### src/rtl/bg_pkg.sv
// Shared encodings for the frame-synchronous background selector:
// mode values and the flash burst state machine.
package bg_pkg;

   localparam logic [1:0] MODE_MANUAL = 2'd0;
   localparam logic [1:0] MODE_AUTO   = 2'd1;

   typedef enum logic {
      FL_NORMAL = 1'b0,
      FL_FLASH  = 1'b1
   } fl_state_e;

endpackage : bg_pkg

### src/rtl/bg_mux_n.sv
// Combinational selector over a packed bus of NUM_BG colours,
// each COLOR_W bits wide; out-of-range selects yield zero.
module bg_mux_n #(
   parameter int NUM_BG  = 8,
   parameter int COLOR_W = 3,
   parameter int SEL_W   = $clog2(NUM_BG)
) (
   input  logic [NUM_BG*COLOR_W-1:0] data_in,
   input  logic [SEL_W-1:0]          sel,
   output logic [COLOR_W-1:0]        data_out
);

   // pick the colour slot addressed by sel
   always_comb begin
      data_out = '0;
      for (int i = 0; i < NUM_BG; i++) begin
         if (sel == SEL_W'(i)) begin
            data_out = data_in[i*COLOR_W +: COLOR_W];
         end else begin
            data_out = data_out;
         end
      end
   end

endmodule : bg_mux_n

### src/rtl/bg_frame_switch.sv
// Background selector that only switches on frame boundaries, with an
// auto-cycle mode and a timed flash overlay; the colour output is registered.
module bg_frame_switch
   import bg_pkg::*;
#(
   parameter int NUM_BG       = 8,
   parameter int COLOR_W      = 3,
   parameter int SEL_W        = $clog2(NUM_BG),
   parameter int CYCLE_FRAMES = 60,
   parameter int FLASH_FRAMES = 8,
   parameter int FLASH_BG     = NUM_BG - 1
) (
   input  logic                      clk,
   input  logic                      rst_n,
   input  logic [NUM_BG*COLOR_W-1:0] bg_colors,
   input  logic                      frame_start,
   input  logic [1:0]                mode,
   input  logic [SEL_W-1:0]          sel_req,
   input  logic                      sel_valid,
   output logic                      sel_ready,
   input  logic                      flash_trig,
   output logic [COLOR_W-1:0]        color,
   output logic [SEL_W-1:0]          active_bg,
   output logic                      switched,
   output logic                      flashing,
   output logic                      sel_err
);

   localparam int CNT_W = $clog2(CYCLE_FRAMES + 1);
   localparam int FL_W  = $clog2(FLASH_FRAMES + 1);
   localparam logic [SEL_W:0]   NUM_BG_EXT = (SEL_W + 1)'(NUM_BG);
   localparam logic [SEL_W-1:0] LAST_IDX   = SEL_W'(NUM_BG - 1);
   localparam logic [SEL_W-1:0] FLASH_IDX  = SEL_W'(FLASH_BG);
   localparam logic [CNT_W-1:0] CYC_LAST   = CNT_W'(CYCLE_FRAMES - 1);
   localparam logic [FL_W-1:0]  FL_LAST    = FL_W'(FLASH_FRAMES - 1);

   logic              pend_valid_q, pend_valid_d;
   logic [SEL_W-1:0]  pend_idx_q, pend_idx_d;
   logic [SEL_W-1:0]  active_bg_q, active_bg_d;
   logic [CNT_W-1:0]  fcnt_q, fcnt_d;
   logic              switched_q, switched_d;
   logic              sel_err_q, sel_err_d;
   logic [COLOR_W-1:0] color_q, color_d;
   fl_state_e         fl_state_q;
   logic [FL_W-1:0]   fl_cnt_q;
   logic              fl_phase_q;
   logic [SEL_W-1:0]  sel_idx;
   logic              flashing_s;
   logic              auto_s;

   assign flashing_s = (fl_state_q == FL_FLASH);
   assign auto_s     = (mode == MODE_AUTO);

   // request slot, frame counter and background switching
   always_comb begin
      pend_valid_d = pend_valid_q;
      pend_idx_d   = pend_idx_q;
      active_bg_d  = active_bg_q;
      fcnt_d       = fcnt_q;
      switched_d   = 1'b0;
      sel_err_d    = 1'b0;

      if (!auto_s) begin
         fcnt_d = '0;
      end else begin
         fcnt_d = fcnt_q;
      end

      // pending request is sampled from the register, so one accepted
      // alongside frame_start waits for the next boundary
      if (frame_start) begin
         if (pend_valid_q) begin
            active_bg_d  = pend_idx_q;
            pend_valid_d = 1'b0;
            fcnt_d       = '0;
            switched_d   = 1'b1;
         end else if (auto_s && !flashing_s) begin
            if (fcnt_q == CYC_LAST) begin
               active_bg_d = (active_bg_q == LAST_IDX) ? '0 : active_bg_q + SEL_W'(1);
               fcnt_d      = '0;
               switched_d  = 1'b1;
            end else begin
               fcnt_d = fcnt_q + CNT_W'(1);
            end
         end else begin
            active_bg_d = active_bg_q;
         end
      end else begin
         active_bg_d = active_bg_q;
      end

      if (sel_valid && !pend_valid_q) begin
         if ({1'b0, sel_req} < NUM_BG_EXT) begin
            pend_valid_d = 1'b1;
            pend_idx_d   = sel_req;
         end else begin
            sel_err_d = 1'b1;
         end
      end else begin
         sel_err_d = 1'b0;
      end
   end

   // colour source: flash background during "on" phases, else active
   always_comb begin
      if (flashing_s && fl_phase_q) begin
         sel_idx = FLASH_IDX;
      end else begin
         sel_idx = active_bg_q;
      end
   end

   bg_mux_n #(
      .NUM_BG  (NUM_BG),
      .COLOR_W (COLOR_W),
      .SEL_W   (SEL_W)
   ) u_mux (
      .data_in  (bg_colors),
      .sel      (sel_idx),
      .data_out (color_d)
   );

   // state registers for the switching datapath
   always_ff @(posedge clk or negedge rst_n) begin
      if (!rst_n) begin
         pend_valid_q <= 1'b0;
         pend_idx_q   <= '0;
         active_bg_q  <= '0;
         fcnt_q       <= '0;
         switched_q   <= 1'b0;
         sel_err_q    <= 1'b0;
         color_q      <= '0;
      end else begin
         pend_valid_q <= pend_valid_d;
         pend_idx_q   <= pend_idx_d;
         active_bg_q  <= active_bg_d;
         fcnt_q       <= fcnt_d;
         switched_q   <= switched_d;
         sel_err_q    <= sel_err_d;
         color_q      <= color_d;
      end
   end

   // flash burst FSM; a trigger restarts the burst and beats frame_start
   always_ff @(posedge clk or negedge rst_n) begin
      if (!rst_n) begin
         fl_state_q <= FL_NORMAL;
         fl_cnt_q   <= '0;
         fl_phase_q <= 1'b0;
      end else begin
         case (fl_state_q)
            FL_NORMAL: begin
               if (flash_trig) begin
                  fl_state_q <= FL_FLASH;
                  fl_cnt_q   <= '0;
                  fl_phase_q <= 1'b1;
               end
            end
            FL_FLASH: begin
               if (flash_trig) begin
                  fl_cnt_q   <= '0;
                  fl_phase_q <= 1'b1;
               end else if (frame_start) begin
                  if (fl_cnt_q == FL_LAST) begin
                     fl_state_q <= FL_NORMAL;
                     fl_cnt_q   <= '0;
                     fl_phase_q <= 1'b0;
                  end else begin
                     fl_cnt_q   <= fl_cnt_q + FL_W'(1);
                     fl_phase_q <= ~fl_phase_q;
                  end
               end
            end
            default: begin
               fl_state_q <= FL_NORMAL;
               fl_cnt_q   <= '0;
               fl_phase_q <= 1'b0;
            end
         endcase
      end
   end

   assign sel_ready = ~pend_valid_q;
   assign color     = color_q;
   assign active_bg = active_bg_q;
   assign switched  = switched_q;
   assign flashing  = flashing_s;
   assign sel_err   = sel_err_q;

endmodule : bg_frame_switch

### config.mk
export PLATFORM = sky130hd
export DESIGN_NAME = bg_frame_switch
export DESIGN_NICKNAME = d
export VERILOG_FILES = /design/src/rtl/bg_pkg.sv /design/src/rtl/bg_mux_n.sv /design/src/rtl/bg_frame_switch.sv
export SDC_FILE = /design/constraint.sdc
export NUM_CORES = 1
export LEC_CHECK = 0
export BUFFER_PORTS_ARGS = -buffer_cell sky130_fd_sc_hd__buf_2
export CAP_MARGIN = 30
export CORE_MARGIN = 2
export CORE_UTILIZATION = 45
export CTS_CLUSTER_SIZE = 14
export DETAILED_ROUTE_END_ITERATION = 8
export MAX_ROUTING_LAYER = met4
export PLACE_DENSITY = 0.69
export SLEW_MARGIN = 20
export SYNTH_ARGS = -nofsm -noshare
export SYNTH_HDL_FRONTEND = slang
export SYNTH_SLANG_ARGS = --single-unit
### constraint.sdc
create_clock -name clk -period 2.6 [get_ports clk]
set_input_delay 0.13 -clock clk [delete_from_list [all_inputs] [get_ports clk]]
set_output_delay 0.13 -clock clk [all_outputs]
set_load 0.03 [all_outputs]
==> impl_metrics.toml <==
[outcome]
outcome = "finished, final reports clean"

[yosys]
synth_cells = 145
synthesis.area_sq_um = 1370
yosysUniqueCellTypes = 46
synthSimpleGateAreaFrac = 0.240
synth_seq_cells = 23
synthAdderAreaFrac = 0.0365
yosys_warnings = 0
synth_area_per_cell_sq_um = 9.47
ys_seq_area_frac = 0.419
synth.area.mux_share = 0.0410
ys.flop_type = "dfrtp_1"
async_reset_ff_frac = 1.00
syn-num-nets = 183
synth_compound_area_frac = 0.215
synth_xor_xnor_area_share = 0.0191
synth_edf_count = 0
synth_top_family_by_area = "simple AND/OR/NAND/NOR gates"

[power]
p_per_area_nw_per_um2 = 619
p_leak_nw = 0.727
ir_worst_vdd_mv = 0.324

[layout]
drive_gt1_frac = 0.301
finalNetCount = 225
final_cell_mix = "buf_2 (42), dfrtp_1 (23), nand2_1 (14), a21oi_1 (11), nand3_1 (8)"
fin_cells = 219
antenna_cells = 0
areaGrowthSynthToFinish_pct = 18.9
layout.cells.most_common = "buf_2"
fill_cells = 278

[cts]
cts_buffers = 3
tritoncts = "done"
clock-sinks = 23
cts_max_level = 1
root_buffer = "clkbuf_4"
cts_max_path_buffers = 2
clk_pin_slew_ps = 130
clk_latency_ps = 310

[critical_path]
startpoint_type = "register"
path_class = "reg2reg"
cp_max_fo = 5
cp-startpoint = "fcnt_q[0]$_DFF_PN0_"
arrival_ps = 1930
r2r_start = "fcnt_q[0]$_DFF_PN0_"
cp-end-kind = "register"
critPathRequiredTime_ps = 2850

[placed_design]
dp_cells = 214
gp_congestion = 0.833
portBuffers = 42
hpwl_um = 2410

[sta]
hold_violations = 0
tns_ps = 0
finalSetupViolCount = 0
max_freq_ghz = 0.596
fin_crit_sh = 0.645
drv_slew = 0
finalClockSkew_ps = 7.36
period_needed_ps = 1680
slew_headroom = 0.646
worst_slew_pin_slew_ps = 531
rsz0062_at_grt = "false"

[grt]
grt_pass1_wl_um = 4880
grt-ovfl-total = 0
antenna_found_initial = 0
grt_max_degree = 24
grt_pass1_vias = 1157
track_usage = 0.187

[floorplanning]
dieWidth_um = 59.2
die-area_sq_um = 3510
core_area_sq_um = 2980
die-height_um = 59.2
ios = 44
fp-row-count = 20
start_util = 0.461

[detailed_routing]
drtIter0Drc = 43
vias_per_cell = 5.75
vias = 1259
antenna_left = 0
first_pass_iters = 4
drc = 0
drt-total-wl_um = 3140
wire_per_inst_um = 14.3

[hold_path]
hold_start = "flash_trig"
min_path_type = "in2reg"

[job]
drv_cap = 0
## cell type report
class | count | area (sq um) | area share
multi-input cells | 114 | 761 | 0.466
inverters | 2 | 7.51 | 0.00460
repair buffers | 43 | 220 | 0.135
clock buffers | 4 | 26.3 | 0.0161
well taps | 33 | 41.3 | 0.0253
flip-flops and latches | 23 | 576 | 0.353
## cell usage after synthesis (2+ instances only)
| cell | n | share of area |
|---|---|---|
| nand2b_1 | 5 | 0.023 |
| a21boi_0 | 3 | 0.016 |
| ha_1 | 4 | 0.036 |
| a21oi_1 | 11 | 0.040 |
| mux2_2 | 5 | 0.041 |
| or4_1 | 2 | 0.011 |
| a31oi_1 | 2 | 0.0091 |
| nor2_1 | 7 | 0.019 |
| a22o_1 | 2 | 0.013 |
| nand3b_1 | 4 | 0.022 |
| a221oi_1 | 3 | 0.019 |
| nor2b_1 | 4 | 0.018 |
| buf_2 | 2 | 0.0073 |
| clkbuf_1 | 3 | 0.0082 |
| nor3b_1 | 2 | 0.011 |
| o21ai_0 | 4 | 0.015 |
| nand3_1 | 8 | 0.029 |
| xor2_1 | 3 | 0.019 |
| dfrtp_1 | 23 | 0.42 |
| and3_2 | 2 | 0.011 |
| nand4_1 | 2 | 0.0091 |
| o22ai_1 | 4 | 0.018 |
| o31ai_1 | 3 | 0.016 |
| a32oi_1 | 2 | 0.013 |
| nand2_1 | 14 | 0.038 |
## stage by stage
| stage | hold WS [ps] | setup WS (ps) | utilization | cell area (sq um) | total power [mW] |
|---|---|---|---|---|---|
| 4_1_cts | 30.4 | 895 | 0.548 | 1630 | 1.01 |
| 3_5_place_dp | 137 | 930 | 0.536 | 1600 | 0.847 |
| 3_3_place_gp | 139 | 1000 | 0.536 | 1600 | 0.834 |
| 6_report | 37.7 | 922 | 0.548 | 1630 | 1.01 |
| 5_1_grt | 26.0 | 810 | 0.548 | 1630 | 1.08 |
| 2_1_floorplan | -166 | 1050 | - | 1370 | 0.735 |
## logic make-up after synthesis
family | count (synthesis)
mux | 5
fa+ha+maj | 4
buf+inv | 8
compound gates | 43
other cells | 1
xor+xnor | 3
simple gates | 58
flops | 23
## sequential cells by signal (all words and copies together) (netlist names)
name	flops
active_bg	3
color	3
fcnt_q	6
fl_cnt_q	4
fl_phase_q	1
flashing	1
pend_idx_q	3
pend_valid_q	1
switched	1
## power by group
part           internal, mW  switching, mW  leakage [nW]  total (mW)
clock network        0.0600          0.111        0.0150       0.171
logic                 0.156          0.193         0.424       0.349
registers             0.401         0.0890         0.289       0.490
## worst max-delay path: stages, from the launching register on
cell	delay, ps
dfrtp_1	450
ha_1	260
and4b_4	210
and2_4	160
or4_1	400
a31oi_1	140
## layer usage
layer | up-vias | global-route usage | wire length [um]
met1 | 586 | 0.223 | 1490
met3 | 6 | 0.0328 | 157
met2 | 38 | 0.317 | 1450
met5 | - | - | 0
li1 | 629 | - | -
met4 | 0 | 0.0584 | 40
## what timing repair did
item	in CTS	in global routing
hold buffers	1	0
setup buffers	0	0
resized for setup	0	0
endpoints found under the hold margin	23	0
## worst paths after layout
check                                            end  slack, ps  cells past startpoint
setup / recovery                 fcnt_q[0]$_DFF_PN0_        920                      5
hold / removal               fl_cnt_q[3]$_DFFE_PN0P_         40                      2
setup reg to reg                 fcnt_q[0]$_DFF_PN0_        920                      5
hold reg to reg               fl_phase_q$_DFFE_PN0P_        510                      1
max in group asynchronous  pend_idx_q[0]$_DFFE_PN0P_       1950                      2
min in group asynchronous        fcnt_q[5]$_DFF_PN0_        300                      2
Note: power is estimated with default switching activity, not from simulation.
